[src/rtl/multicycle_ctrl_fsm.sv]
// Main control FSM for the multicycle RV32I core: sequences fetch, decode,
// execute, memory and writeback, and drives datapath selects and enables.
module multicycle_ctrl_fsm (
  input  logic       clk,
  input  logic       reset_n,
  input  logic [6:0] opcode,
  input  logic       mem_ready,
  output logic       pc_write,
  output logic       branch,
  output logic       adr_src,
  output logic       mem_write,
  output logic       ir_write,
  output logic [1:0] result_src,
  output logic [1:0] alu_src_a,
  output logic [1:0] alu_src_b,
  output logic [1:0] ALU_op,
  output logic       reg_write,
  output logic       instr_done,
  output logic       illegal
);

  localparam logic [3:0] S_START    = 4'd0;
  localparam logic [3:0] S_FETCH    = 4'd1;
  localparam logic [3:0] S_DECODE   = 4'd2;
  localparam logic [3:0] S_MEMADR   = 4'd3;
  localparam logic [3:0] S_MEMREAD  = 4'd4;
  localparam logic [3:0] S_MEMWRITE = 4'd5;
  localparam logic [3:0] S_MEMWB    = 4'd6;
  localparam logic [3:0] S_EXECR    = 4'd7;
  localparam logic [3:0] S_EXECI    = 4'd8;
  localparam logic [3:0] S_ALUWB    = 4'd9;
  localparam logic [3:0] S_BEQ      = 4'd10;
  localparam logic [3:0] S_JAL      = 4'd11;
  localparam logic [3:0] S_ILLEGAL  = 4'd12;

  localparam logic [6:0] OP_LW   = 7'b0000011;
  localparam logic [6:0] OP_SW   = 7'b0100011;
  localparam logic [6:0] OP_R    = 7'b0110011;
  localparam logic [6:0] OP_I    = 7'b0010011;
  localparam logic [6:0] OP_BEQ  = 7'b1100011;
  localparam logic [6:0] OP_JAL  = 7'b1101111;

  logic [3:0] state;
  logic [3:0] next_state;

  always_ff @(posedge clk or negedge reset_n) begin
    if (!reset_n) state <= S_START;
    else          state <= next_state;
  end

  always_comb begin
    next_state = S_START;
    case (state)
      S_START:    next_state = S_FETCH;
      S_FETCH:    next_state = mem_ready ? S_DECODE : S_FETCH;
      S_DECODE: begin
        case (opcode)
          OP_LW, OP_SW: next_state = S_MEMADR;
          OP_R:         next_state = S_EXECR;
          OP_I:         next_state = S_EXECI;
          OP_BEQ:       next_state = S_BEQ;
          OP_JAL:       next_state = S_JAL;
          default:      next_state = S_ILLEGAL;
        endcase
      end
      // lw and sw differ only in opcode bit 5
      S_MEMADR:   next_state = opcode[5] ? S_MEMWRITE : S_MEMREAD;
      S_MEMREAD:  next_state = mem_ready ? S_MEMWB : S_MEMREAD;
      S_MEMWRITE: next_state = mem_ready ? S_FETCH : S_MEMWRITE;
      S_MEMWB:    next_state = S_FETCH;
      S_EXECR:    next_state = S_ALUWB;
      S_EXECI:    next_state = S_ALUWB;
      S_ALUWB:    next_state = S_FETCH;
      S_BEQ:      next_state = S_FETCH;
      S_JAL:      next_state = S_ALUWB;
      S_ILLEGAL:  next_state = S_ILLEGAL;
      default:    next_state = S_START;
    endcase
  end

  always_comb begin
    pc_write   = 1'b0;
    branch     = 1'b0;
    adr_src    = 1'b0;
    mem_write  = 1'b0;
    ir_write   = 1'b0;
    result_src = 2'b00;
    alu_src_a  = 2'b00;
    alu_src_b  = 2'b00;
    ALU_op     = 2'b00;
    reg_write  = 1'b0;
    instr_done = 1'b0;
    illegal    = 1'b0;
    case (state)
      S_FETCH: begin
        alu_src_b  = 2'b10;
        result_src = 2'b10;
        ir_write   = mem_ready;
        pc_write   = mem_ready;
      end
      S_DECODE: begin
        alu_src_a = 2'b01;
        alu_src_b = 2'b01;
      end
      S_MEMADR: begin
        alu_src_a = 2'b10;
        alu_src_b = 2'b01;
      end
      S_MEMREAD: begin
        adr_src = 1'b1;
      end
      S_MEMWRITE: begin
        adr_src    = 1'b1;
        mem_write  = 1'b1;
        instr_done = mem_ready;
      end
      S_MEMWB: begin
        result_src = 2'b01;
        reg_write  = 1'b1;
        instr_done = 1'b1;
      end
      S_EXECR: begin
        alu_src_a = 2'b10;
        ALU_op    = 2'b10;
      end
      S_EXECI: begin
        alu_src_a = 2'b10;
        alu_src_b = 2'b01;
        ALU_op    = 2'b10;
      end
      S_ALUWB: begin
        reg_write  = 1'b1;
        instr_done = 1'b1;
      end
      S_BEQ: begin
        alu_src_a  = 2'b10;
        ALU_op     = 2'b01;
        branch     = 1'b1;
        instr_done = 1'b1;
      end
      S_JAL: begin
        alu_src_a = 2'b01;
        alu_src_b = 2'b10;
        pc_write  = 1'b1;
      end
      S_ILLEGAL: begin
        illegal = 1'b1;
      end
      default: ;
    endcase
  end

endmodule

[config.mk]
export PLATFORM = sky130hd
export DESIGN_NAME = multicycle_ctrl_fsm
export DESIGN_NICKNAME = d
export VERILOG_FILES = /design/src/rtl/multicycle_ctrl_fsm.sv
export SDC_FILE = /design/constraint.sdc
export NUM_CORES = 1
export LEC_CHECK = 0
export ABC_CLOCK_PERIOD_IN_PS = 3400
export BUFFER_PORTS_ARGS = -buffer_cell sky130_fd_sc_hd__buf_2
export CAP_MARGIN = 20
export CORE_AREA = 2 2 39 41
export DETAILED_ROUTE_END_ITERATION = 8
export DIE_AREA = 0 0 41 43
export GPL_ROUTABILITY_DRIVEN = 1
export PLACE_DENSITY = 0.69
export SETUP_SLACK_MARGIN = 0.4
export SKIP_LAST_GASP = 1
export SLEW_MARGIN = 20
export SYNTH_ARGS = -nofsm -noshare
export SYNTH_HDL_FRONTEND = slang
export SYNTH_SLANG_ARGS = --single-unit
[constraint.sdc]
create_clock -name clk -period 3.4 [get_ports clk]
set_input_delay 0 -clock clk [delete_from_list [all_inputs] [get_ports clk]]
set_output_delay 0 -clock clk [all_outputs]
set_load 0.01 [all_outputs]
==> parameters.txt, run 1 <==
Parameter                              Value

Place
  Final GP Congestion    0.8019
  Number of cells after detailed placement    approximately 110
  Detailed placement HPWL    934.9 microns
  Count of input and output buffers    25

Synthesis
  Register bit total from synthesis    4
  Post-synthesis share of cell area spent on xor and xnor gates    around 5.2%
  Largest family of logic cells by synthesized area    simple AND/OR/NAND/NOR gates
  Most frequently used cell type in the post-synthesis netlist    sky130_fd_sc_hd__nor2_1
  Synthesized net count    81
  Fraction of post-synthesis cell area in the top cell type by area    19.80%
  Synthesized-area fraction occupied by adder cells    0%
  Simple-gate share of the synthesized area    43.81%
  Post-synth top area cell    sky130_fd_sc_hd__dfrtp_1
  Synthesized instance count    71
  EDFF count, synth    0
  Cell area after technology mapping    505.5 sq um
  Share of async-settable or async-resettable flops after synthesis    100.0%
  Dominant synthesized flop cell    sky130_fd_sc_hd__dfrtp_1
  Sequential cell area fraction in the yosys report    between 15 and 20%
  Share of synthesized area spent on multiplexers    a little under 2%
  Largest cells by area after synthesis    sky130_fd_sc_hd__dfrtp_1, sky130_fd_sc_hd__nor2_1, sky130_fd_sc_hd__nand2_1
  List of most frequent post-synthesis cells    sky130_fd_sc_hd__nor2_1, sky130_fd_sc_hd__nand2_1, sky130_fd_sc_hd__nor3_1
  Count of cell types in the netlist    28
  Syn_area_per_cell    7.120 sq um
  Compound-cell area share of the yosys netlist    22.52%
  Yosys warns    0

Setup path
  Slowest CP cell    sky130_fd_sc_hd__dfrtp_1
  Endpoint kind of the worst setup timing path    primary output
  Crit Path Class    reg2out
  Launch point of the worst reg-to-reg path    state[0]
  Crit path cell chain    nand2b_1, or2_1, o31ai_1, buf_2
  Data required time at the worst endpoint    3.40 ns
  Data arrival at the endpoint of the critical path    1.62 ns
  Number of cell instances on the worst register-to-register path    3
  R2R Path End    state[2]
  Worst setup path start    state[3]
  Critical path peak fanout    17
  Startpoint type of the worst setup path    flop
  CP peak stage delay    0.54 ns
  Register-to-register setup slack    1.99 ns

Cells and area
  Flip-flop count of the largest register after layout    4
  Area used by multi-input combinational logic    371.6 sq um
  Post-Route Utilization    47.20%
  Layout cell share with drive strength beyond 1    35.79%
  Layout-stage area growth over the synthesis result    29.21%
  Largest registers    state x4
  Nets    107
  Register with the most flip-flops    state
  Non-filler instance count after layout    around 110
  Final antenna diode count    0
  Total of fill cells in the finished design    141
  Total area of sequential cells    between 100 and 150 sq um

Floorplan
  Core area    1384 sq um
  Initial standard-cell utilization of the core    36.53%
  DIE WIDTH    41 microns
  DIE AREA    1763 sq um
  Height of the chip    around 43 microns
  Boundary pin count    26
  Number of standard-cell rows in the floorplan    14

Detailed routing
  Number of detailed-route iterations in the first pass    4
  Vias per std cell    5.180
  Initial drt markers    9
  DR WL/cell    10.59 microns
  Detailed-route DRC error count    0
  Number of nets with antenna violations after detailed routing    0
  WL final    1176 microns
  Via count    575

GRT
  Number of antenna violations at the first check in global routing    0
  Overall fraction of global-route tracks in use    ~15%
  Global-route wire length before repair    1821 microns
  Maximum number of pins on one net before global-route repair    18
  Number of global-route vias before repair    481
  Total overflow reported by the global router    0

Power
  Cell Pwr Density    about 800 nW/um^2
  Post-layout total power    522.4 uW
  Maximum vdd drop    about 0.27 mV
  Leak pwr    0.3211 nW

CTS
  Clk_lat worst skew    0.24 ns
  Register clock-pin slew on the reported worst setup and hold paths    ~0.040 ns
  Clk Tree Root Cell    sky130_fd_sc_hd__clkbuf_4
  Clock tree from TritonCTS    done
  Clk buf depth    2
  Max H-tree Level    1
  Post_cts resized    0
  Num CTS Buffers    3
  CTS Sinks    4
  Number of post-CTS setup repair buffers    0
  Number of buffers inserted by hold repair at cts    1

Timing
  Hold Fails Final Rpt    0
  Achievable clock frequency    619.0 MHz
  Setup repair after global routing missed its margin    no
  Max Clock Skew    0.01238 ns
  Post-layout minimum cycle time    approximately 1.6 ns
  Period utilisation layout    between 40% and 50%
  Final Slew Violations    0
  Total negative slack for setup checks    0 ns
  Setup-failing EPs final    0
  Relative slew margins    approximately 68%
  Least-Margin Pin Slew    0.4861 ns
  Worst-case hold slack    between 0.08 and 0.09 ns

Status
  Status    complete, no violations

Job
  Reported max-cap violation count    0

Min path
  Hold WC Path Type    in2async
[report_power, final]
| part | total [mW] | switching (mW) | internal (mW) |
|---|---|---|---|
| Clock | 0.0614 | 0.0218 | 0.0396 |
| Sequential | 0.143 | 0.0746 | 0.0679 |
| Combinational | 0.318 | 0.167 | 0.151 |
| Total | 0.522 | 0.263 | 0.259 |
[cell usage in the layout, fill, tap and decap left out, drive strengths merged]
master	count
buf	25
nor2	11
nand2	7
nor3	6
nand2b	5
a21oi	4
dfrtp	4
o21ai	4
or2	3
o22ai	3
clkbuf	3
o31ai	3
nor2b	2
or3	2
a31oi	2
xor2	2
inv	1
and3	1
o211ai	1
nand3b	1
a22oi	1
and2	1
mux2i	1
xnor2	1
dlygate4sd3	1
[worst max-delay path: cells and delay by family (launching register included)]
kind / cells / cell delay, ns
buf+inv: 1 / 0.17
simple gates: 2 / 0.59
compound gates: 1 / 0.07
flops: 1 / 0.54
[metrics by stage]
step / setup slack (ns) / cell area (sq um)
6_report: 1.785 / 653.1
5_1_grt: 1.685 / 653.1
4_1_cts: 1.780 / 653.1
3_5_place_dp: 2.000 / 620.6
3_3_place_gp: 2.023 / 620.6
2_1_floorplan: 2.233 / 505.5
[per-layer routing]
metal	track usage, %	wire length, microns	vias to the layer above
li1	-	-	296
met1	16.12	520	258
met2	25.94	568	21
met3	4.712	87	0
met4	8.000	0	0
met5	0	0	-
[worst max-delay path by stage]
stage,slack (ns),endpoint
after floorplan,2.23,state[2]
after global placement,2.02,ALU_op[1]
after detailed placement,2.00,state[2]
after CTS,1.78,ALU_op[1]
after global routing,1.69,ALU_op[1]
final,1.78,ALU_op[1]
[cell type report]
| cell class | instances | area share, % |
|---|---|---|
| clock buffer | 3 | 3.448 |
| timing repair buffer | 26 | 20.69 |
| multi-input combinational | 61 | 56.90 |
| tap | 16 | 3.065 |
| inverter | 1 | 0.5747 |
| sequential | 4 | 15.33 |
[kinds of logic (layout without fill, tap and decap cells)]
logic type                after synthesis  in the layout
xor gates and xnor gates                3              3
muxes                                   1              1
DFF                                     4              4
and+or+nand+nor                        39             39
AOI/OAI and AO/OA                      18             18
buffers and inverters                   6             30
(Power assumes the default switching activity.)
==> inputs of run 2 (changes only) <==
--- a/config.mk
+++ b/config.mk
@@ -5,14 +5,14 @@
 export SDC_FILE = /design/constraint.sdc
 export NUM_CORES = 1
 export LEC_CHECK = 0
-export ABC_CLOCK_PERIOD_IN_PS = 3400
+export ABC_CLOCK_PERIOD_IN_PS = 1440
 export BUFFER_PORTS_ARGS = -buffer_cell sky130_fd_sc_hd__buf_2
 export CAP_MARGIN = 20
-export CORE_AREA = 2 2 39 41
+export CORE_MARGIN = 2
+export CORE_UTILIZATION = 39
 export DETAILED_ROUTE_END_ITERATION = 8
-export DIE_AREA = 0 0 41 43
 export GPL_ROUTABILITY_DRIVEN = 1
-export PLACE_DENSITY = 0.69
+export PLACE_DENSITY = 0.73
 export SETUP_SLACK_MARGIN = 0.4
 export SKIP_LAST_GASP = 1
 export SLEW_MARGIN = 20
==> constraint.sdc (replaced) <==
create_clock -name clk -period 1.44 [get_ports clk]
set_input_delay 0 -clock clk [delete_from_list [all_inputs] [get_ports clk]]
set_output_delay 0 -clock clk [all_outputs]
set_load 0.01 [all_outputs]
==> run 2 against run 1 <==
Effect of this change: global-route usage rose by 7.5 points; sequential share of layout area fell by 3.7 points; count of clock-buffer cells in the layout did not move; power rose to 3.7 times the previous value; first-iteration DRC count rose to 3.7 times the previous value; sequential power rose by 100%; worst setup slack got worse by 1.7 ns; combinational power rose to 4.7 times the previous value; utilization rose by 31 points; critical path type unchanged.
==> parameters.txt, run 2 (synthesis results as in run 1) <==
Parameter                              Value

CTS
  Clk_lat worst skew    0.24 ns (about the same)
  Clock tree from TritonCTS    done (unchanged)
  Clk Tree Root Cell    sky130_fd_sc_hd__clkbuf_4 (unchanged)
  Max H-tree Level    1 (unchanged)
  CTS Sinks    4 (unchanged)
  Clk buf depth    2 (unchanged)
  Num CTS Buffers    3 (unchanged)
  Register clock-pin slew on the reported worst setup and hold paths    0.04 ns (about the same)

Setup path
  Crit path cell chain    nand2_2, or2_4, o31ai_1, buf_2 (was nand2b_1, or2_1, o31ai_1, buf_2)
  Register-to-register setup slack    0.12 ns (was 1.99 ns)
  Data required time at the worst endpoint    1.44 ns (was 3.40 ns)
  Delay-heaviest family, CP    flip-flops (was simple AND/OR/NAND/NOR gates)
  Crit Path Class    reg2out (unchanged)
  Slowest CP cell    sky130_fd_sc_hd__dfrtp_2 (was sky130_fd_sc_hd__dfrtp_1)
  CP peak stage delay    0.48 ns (was 0.54 ns)
  Endpoint kind of the worst setup timing path    primary output (unchanged)
  Combined buffer and inverter count along the critical path    1 (unchanged)
  Data arrival at the endpoint of the critical path    1.37 ns (was 1.62 ns)
  Critical path peak fanout    6 (was 17)
  Startpoint type of the worst setup path    flop (unchanged)

Detailed routing
  Number of nets with antenna violations after detailed routing    0 (unchanged)
  Vias per std cell    5.508 (was 5.180)
  Number of detailed-route iterations in the first pass    4 (unchanged)
  Via count    683 (was 575)
  Detailed-route DRC error count    0 (unchanged)
  DR WL/cell    14.50 microns (was 10.59 microns)
  WL final    1798 microns (was 1176 microns)
  Initial drt markers    33 (was 9)

Cells and area
  Largest registers    state x4 (unchanged)
  Most common cell after layout, fill and taps aside    sky130_fd_sc_hd__buf_2 (unchanged)
  Post-route cell area    904.6 sq um (was 653.1 sq um)
  Nets    122 (was 107)
  Register with the most flip-flops    state (unchanged)
  Flip-flop count of the largest register after layout    4 (unchanged)
  Final antenna diode count    0 (unchanged)
  Commonest cells after routing, fill and taps aside    sky130_fd_sc_hd__buf_2, sky130_fd_sc_hd__buf_6, sky130_fd_sc_hd__buf_4 (was sky130_fd_sc_hd__buf_2, sky130_fd_sc_hd__nor2_1, sky130_fd_sc_hd__nand2_1)
  Total of fill cells in the finished design    81 (was 141)
  Layout cell share with drive strength beyond 1    65.45% (was 35.79%)
  Layout-stage area growth over the synthesis result    78.96% (was 29.21%)

Floorplan
  Number of standard-cell rows in the floorplan    12 (was 14)
  Core area    1156 sq um (was 1384 sq um)
  DIE WIDTH    40 microns (was 41 microns)
  Initial standard-cell utilization of the core    43.72% (was 36.53%)
  Height of the chip    40 microns (was 43 microns)
  Boundary pin count    26 (unchanged)
  DIE AREA    1600 sq um (was 1763 sq um)

Place
  Count of input and output buffers    25 (unchanged)
  Detailed placement HPWL    1004 microns (was 934.9 microns)
  Final GP Congestion    0.8102 (was 0.8019)
  Cell area reported after detailed placement    650.6 sq um (was 620.6 sq um)

GRT
  Number of antenna violations at the first check in global routing    0 (unchanged)
  Number of global-route vias before repair    565 (was 481)
  Overall fraction of global-route tracks in use    23.00% (was 15.47%)
  Total overflow reported by the global router    0 (unchanged)
  Maximum number of pins on one net before global-route repair    15 (was 18)
  Global-route wire length before repair    2352 microns (was 1821 microns)

Power
  Post-layout total power    1.909 mW (was 522.4 uW)
  Maximum vdd drop    0.9961 mV (was 0.2719 mV)
  Cell Pwr Density    2110 nW/um^2 (was 799.8 nW/um^2)
  Leak pwr    0.4215 nW (was 0.3211 nW)

Min path
  Hold WC Path Type    in2async (unchanged)

Timing
  Final Slew Violations    0 (unchanged)
  Least-Margin Pin Slew    0.2894 ns (was 0.4861 ns)
  Post-layout minimum cycle time    1.368 ns
  Achievable clock frequency    730.7 MHz
  Setup repair after global routing missed its margin    yes (was no)
  Total negative slack for setup checks    0 ns (unchanged)
  Hold Fails Final Rpt    0 (unchanged)
  Relative slew margins    80.56% (was 67.60%)
  Setup-failing EPs final    0 (unchanged)
  Period utilisation layout    95.03%
  Max Clock Skew    0.009826 ns (was 0.01238 ns)

Job
  Reported max-cap violation count    0 (unchanged)

Status
  Status    complete, no violations (unchanged)
## run 2: final timing paths
check,startpoint,end,depth (start not counted)
worst max-delay path,state[1],ALU_op[1],4
worst min-delay path,reset_n,state[1],2
worst max register to register,state[0],state[3],3
worst min register to register,state[3],state[1],2
max in group asynchronous,reset_n,state[3],2
min in group clk,opcode[3],state[0],3
## run 2: repair_timing
| item | CTS | global route |
|---|---|---|
| cloned | 0 | 1 |
| pin swaps | 6 | 10 |
| hold endpoints to repair | 4 | 0 |
| hold buffers | 1 | 0 |
| resized for setup | 18 | 23 |
| setup buffers | 7 | 3 |
| setup endpoints to repair | 20 | 20 |
## run 2: metal layers
metal	GRT usage (%)	wire [microns]	vias up
met5	0	0	-
met4	18.10	0	0
met3	6.111	79	0
met2	40.32	992	30
met1	22.53	726	323
li1	-	-	330
## run 2: where the power goes
| group | switching (mW) | total, mW | internal [mW] |
|---|---|---|---|
| combinational | 0.743 | 1.48 | 0.737 |
| sequential | 0.115 | 0.287 | 0.172 |
| clock | 0.0479 | 0.141 | 0.0934 |
| total | 0.906 | 1.91 | 1.00 |
## run 2: cell type report
| class | instances | area [sq um] | share of cell area (%) |
|---|---|---|---|
| multi-input cells | 61 | 467.9 | 51.73 |
| repair buffers | 41 | 287.8 | 31.81 |
| flip-flops and latches | 4 | 105.1 | 11.62 |
| clock buffers | 3 | 22.52 | 2.490 |
| well taps | 14 | 17.52 | 1.936 |
| inverters | 1 | 3.754 | 0.4149 |
## run 2: through the flow
stage               cells  hold WS, ns  util [%]  setup slack, ns
CTS                   120      0.09398     68.40           0.1268
finish                124       0.1070     78.25          0.07152
detailed placement    109      -0.1946     56.28           0.1571
global route          124       0.1177     78.25          0.04569
global placement      109      -0.1952     56.28           0.1961
floorplan              71      -0.2956         -           0.3346
==> inputs of run 3 (changes only) <==
--- a/config.mk
+++ b/config.mk
@@ -13,7 +13,6 @@
 export DETAILED_ROUTE_END_ITERATION = 8
 export GPL_ROUTABILITY_DRIVEN = 1
 export PLACE_DENSITY = 0.73
-export SETUP_SLACK_MARGIN = 0.4
 export SKIP_LAST_GASP = 1
 export SLEW_MARGIN = 20
 export SYNTH_ARGS = -nofsm -noshare
==> run 3 against run 2 <==
Effect of this change: sequential share of layout area is 2.8 points higher; routed wire length is 26% lower; non-clock buffer count is 9 lower; power is 27% lower; clock skew is 0.0046 ns lower; sequential cell count stayed put; utilization is 17 points lower; via count is 11% lower; die area stayed put; maximum frequency is 1.5% higher; critical path type unchanged; critical endpoint is now pc_write.
==> parameters.txt, run 3 (synthesis results as in run 1) <==
Parameter                              Value

Power
  Cell Pwr Density    1966 nW/um^2 (was 2110 nW/um^2)
  Leak pwr    0.3526 nW (was 0.4215 nW)
  Combinational cell fraction of total power    72.4% (was 77.5%)
  Net switching power figure    663.5 uW (was 905.7 uW)
  Switching portion of total power    47.41% (was 47.45%)
  Internal cell power    736.0 uW (was 1.003 mW)
  Clock Power Share    9.7% (was 7.4%)
  Maximum vdd drop    0.7327 mV (was 0.9961 mV)
  Sequential group share of total power    17.9% (was 15.1%)

Floorplan
  DIE WIDTH    40 microns (unchanged)
  Number of standard-cell rows in the floorplan    12 (unchanged)
  Boundary pin count    26 (unchanged)
  Core area    1156 sq um (unchanged)
  Initial standard-cell utilization of the core    43.72% (unchanged)
  DIE AREA    1600 sq um (unchanged)
  Height of the chip    40 microns (unchanged)

Detailed routing
  Number of nets with antenna violations after detailed routing    0 (unchanged)
  Vias per std cell    5.278 (was 5.508)
  Via count    607 (was 683)
  Initial drt markers    14 (was 33)
  Number of detailed-route iterations in the first pass    4 (unchanged)
  WL final    1322 microns (was 1798 microns)
  DR WL/cell    11.50 microns (was 14.50 microns)
  Detailed-route DRC error count    0 (unchanged)

Place
  Final GP Congestion    0.7951 (was 0.8102)
  Count of input and output buffers    25 (unchanged)
  Pre-CTS setup slack    0.1114 ns (was 0.1571 ns)
  Detailed placement HPWL    1019 microns (was 1004 microns)

Cells and area
  Layout cell share with drive strength beyond 1    43.56% (was 65.45%)
  Most common cell after layout, fill and taps aside    sky130_fd_sc_hd__buf_2 (unchanged)
  Register with the most flip-flops    state (unchanged)
  Largest registers    state x4 (unchanged)
  Flip-flop count of the largest register after layout    4 (unchanged)
  Nets    113 (was 122)
  Final antenna diode count    0 (unchanged)
  Commonest cells after routing, fill and taps aside    sky130_fd_sc_hd__buf_2, sky130_fd_sc_hd__nor2_1, sky130_fd_sc_hd__nand2_1 (was sky130_fd_sc_hd__buf_2, sky130_fd_sc_hd__buf_6, sky130_fd_sc_hd__buf_4)
  Layout-stage area growth over the synthesis result    40.84% (was 78.96%)

Timing
  Total negative slack for setup checks    0 ns (unchanged)
  Worst-case hold slack    0.1046 ns (was 0.1070 ns)
  Final Slew Violations    0 (unchanged)
  Period utilisation layout    93.66% (was 95.03%)
  Worst setup slack after layout    0.09130 ns (was 0.07152 ns)
  Hold Fails Final Rpt    0 (unchanged)
  Post-layout minimum cycle time    1.349 ns (was 1.368 ns)
  Achievable clock frequency    741.5 MHz (was 730.7 MHz)
  Relative slew margins    79.30% (was 80.56%)
  Least-Margin Pin Slew    0.3082 ns (was 0.2894 ns)
  Max Clock Skew    0.005236 ns (was 0.009826 ns)
  Setup repair after global routing missed its margin    no (was yes)
  Setup-failing EPs final    0 (unchanged)

Setup path
  Startpoint type of the worst setup path    flop (unchanged)
  R2R Path End    state[2] (was state[3])
  Crit Path Class    reg2out (unchanged)
  Critical path peak fanout    11 (was 6)
  Endpoint kind of the worst setup timing path    primary output (unchanged)
  Data arrival at the endpoint of the critical path    1.35 ns (was 1.37 ns)
  Register-to-register setup slack    0.19 ns (was 0.12 ns)
  Launch point of the worst reg-to-reg path    state[1] (was state[0])
  Data required time at the worst endpoint    1.44 ns (about the same)
  Number of cell instances on the worst register-to-register path    3 (unchanged)

Min path
  Hold WC Path Type    in2async (unchanged)

GRT
  Total overflow reported by the global router    0 (unchanged)
  Maximum number of pins on one net before global-route repair    13 (was 15)
  Number of global-route vias before repair    503 (was 565)
  Overall fraction of global-route tracks in use    19.35% (was 23.00%)
  Number of antenna violations at the first check in global routing    0 (unchanged)
  Global-route wire length before repair    2042 microns (was 2352 microns)

Status
  Status    complete, no violations (unchanged)

Job
  Reported max-cap violation count    0 (unchanged)

CTS
  Max H-tree Level    1 (unchanged)
  Num CTS Buffers    3 (unchanged)
  Clock tree from TritonCTS    done (unchanged)
  Clk Tree Root Cell    sky130_fd_sc_hd__clkbuf_4 (unchanged)
  Clk_lat worst skew    0.23 ns (was 0.24 ns)
  CTS Sinks    4 (unchanged)
  Clk buf depth    2 (unchanged)
  Register clock-pin slew on the reported worst setup and hold paths    0.04 ns (about the same)
run 3: cell count changes in the layout (fill, tap and decap cells not counted), moves of 2 or more:
cell,before,now
sky130_fd_sc_hd__nand2_2,3,0
sky130_fd_sc_hd__dfrtp_2,4,2
sky130_fd_sc_hd__nor3_1,3,5
sky130_fd_sc_hd__nor2_1,5,11
sky130_fd_sc_hd__nor2_2,3,0
sky130_fd_sc_hd__nor2_4,3,0
sky130_fd_sc_hd__nand2_1,3,7
sky130_fd_sc_hd__dfrtp_1,0,2
sky130_fd_sc_hd__buf_6,10,1
run 3: worst max path at each step:
stage                   from         end  depth (start not counted)
floorplan           state[0]    state[2]                          3
global placement    state[1]    state[2]                          3
detailed placement  state[1]    state[2]                          3
CTS                 state[1]   ALU_op[1]                          4
global route        state[0]  instr_done                          6
finish              state[3]    pc_write                          5
run 3: stage by stage:
| stage | util (%) | power, mW | cells | instance area [sq um] |
|---|---|---|---|---|
| finish | 61.58 | 1.399 | 115 | 711.9 |
| global route | 61.58 | 1.527 | 115 | 711.9 |
| CTS | 58.87 | 1.319 | 113 | 680.7 |
| detailed placement | 56.06 | 1.176 | 109 | 648.1 |
| global placement | 56.06 | 1.162 | 109 | 648.1 |
| floorplan | - | 0.8724 | 71 | 505.5 |
run 3: worst max-delay path: stages, from the launching register on:
cell	delay, ns
sky130_fd_sc_hd__dfrtp_2	0.44
sky130_fd_sc_hd__buf_4	0.19
sky130_fd_sc_hd__nor2_1	0.11
sky130_fd_sc_hd__nand2_1	0.11
sky130_fd_sc_hd__a21oi_1	0.13
sky130_fd_sc_hd__buf_2	0.15
run 3: power by group through the flow:
stage / registers (mW) / clock network [mW] / logic [mW]
global route: 0.260 / 0.145 / 1.12
CTS: 0.234 / 0.136 / 0.949
floorplan: 0.209 / 0 / 0.663
global placement: 0.232 / 0 / 0.931
detailed placement: 0.234 / 0 / 0.942
finish: 0.251 / 0.136 / 1.01
run 3: repair_timing:
action,in CTS,in global routing
hold buffers,1,0
endpoints found under the hold margin,4,0
setup buffers,0,2
resized for setup,0,6
endpoints found under the setup margin,0,4
run 3: area by class of cell:
class	count	area, sq um
sequential	4	102.6
timing repair buffer	32	183.9
tap	14	17.52
clock buffer	3	22.52
inverter	1	3.754
fill	115	444.2
multi-input combinational	61	381.6
run 3: layer usage:
layer / vias up / wire [microns] / GRT usage (%)
met3: 0 / 69 / 3.333
met1: 273 / 569 / 22.03
met4: 0 / 0 / 10.34
met2: 24 / 683 / 33.87
li1: 310 / - / -
met5: - / 0 / 0
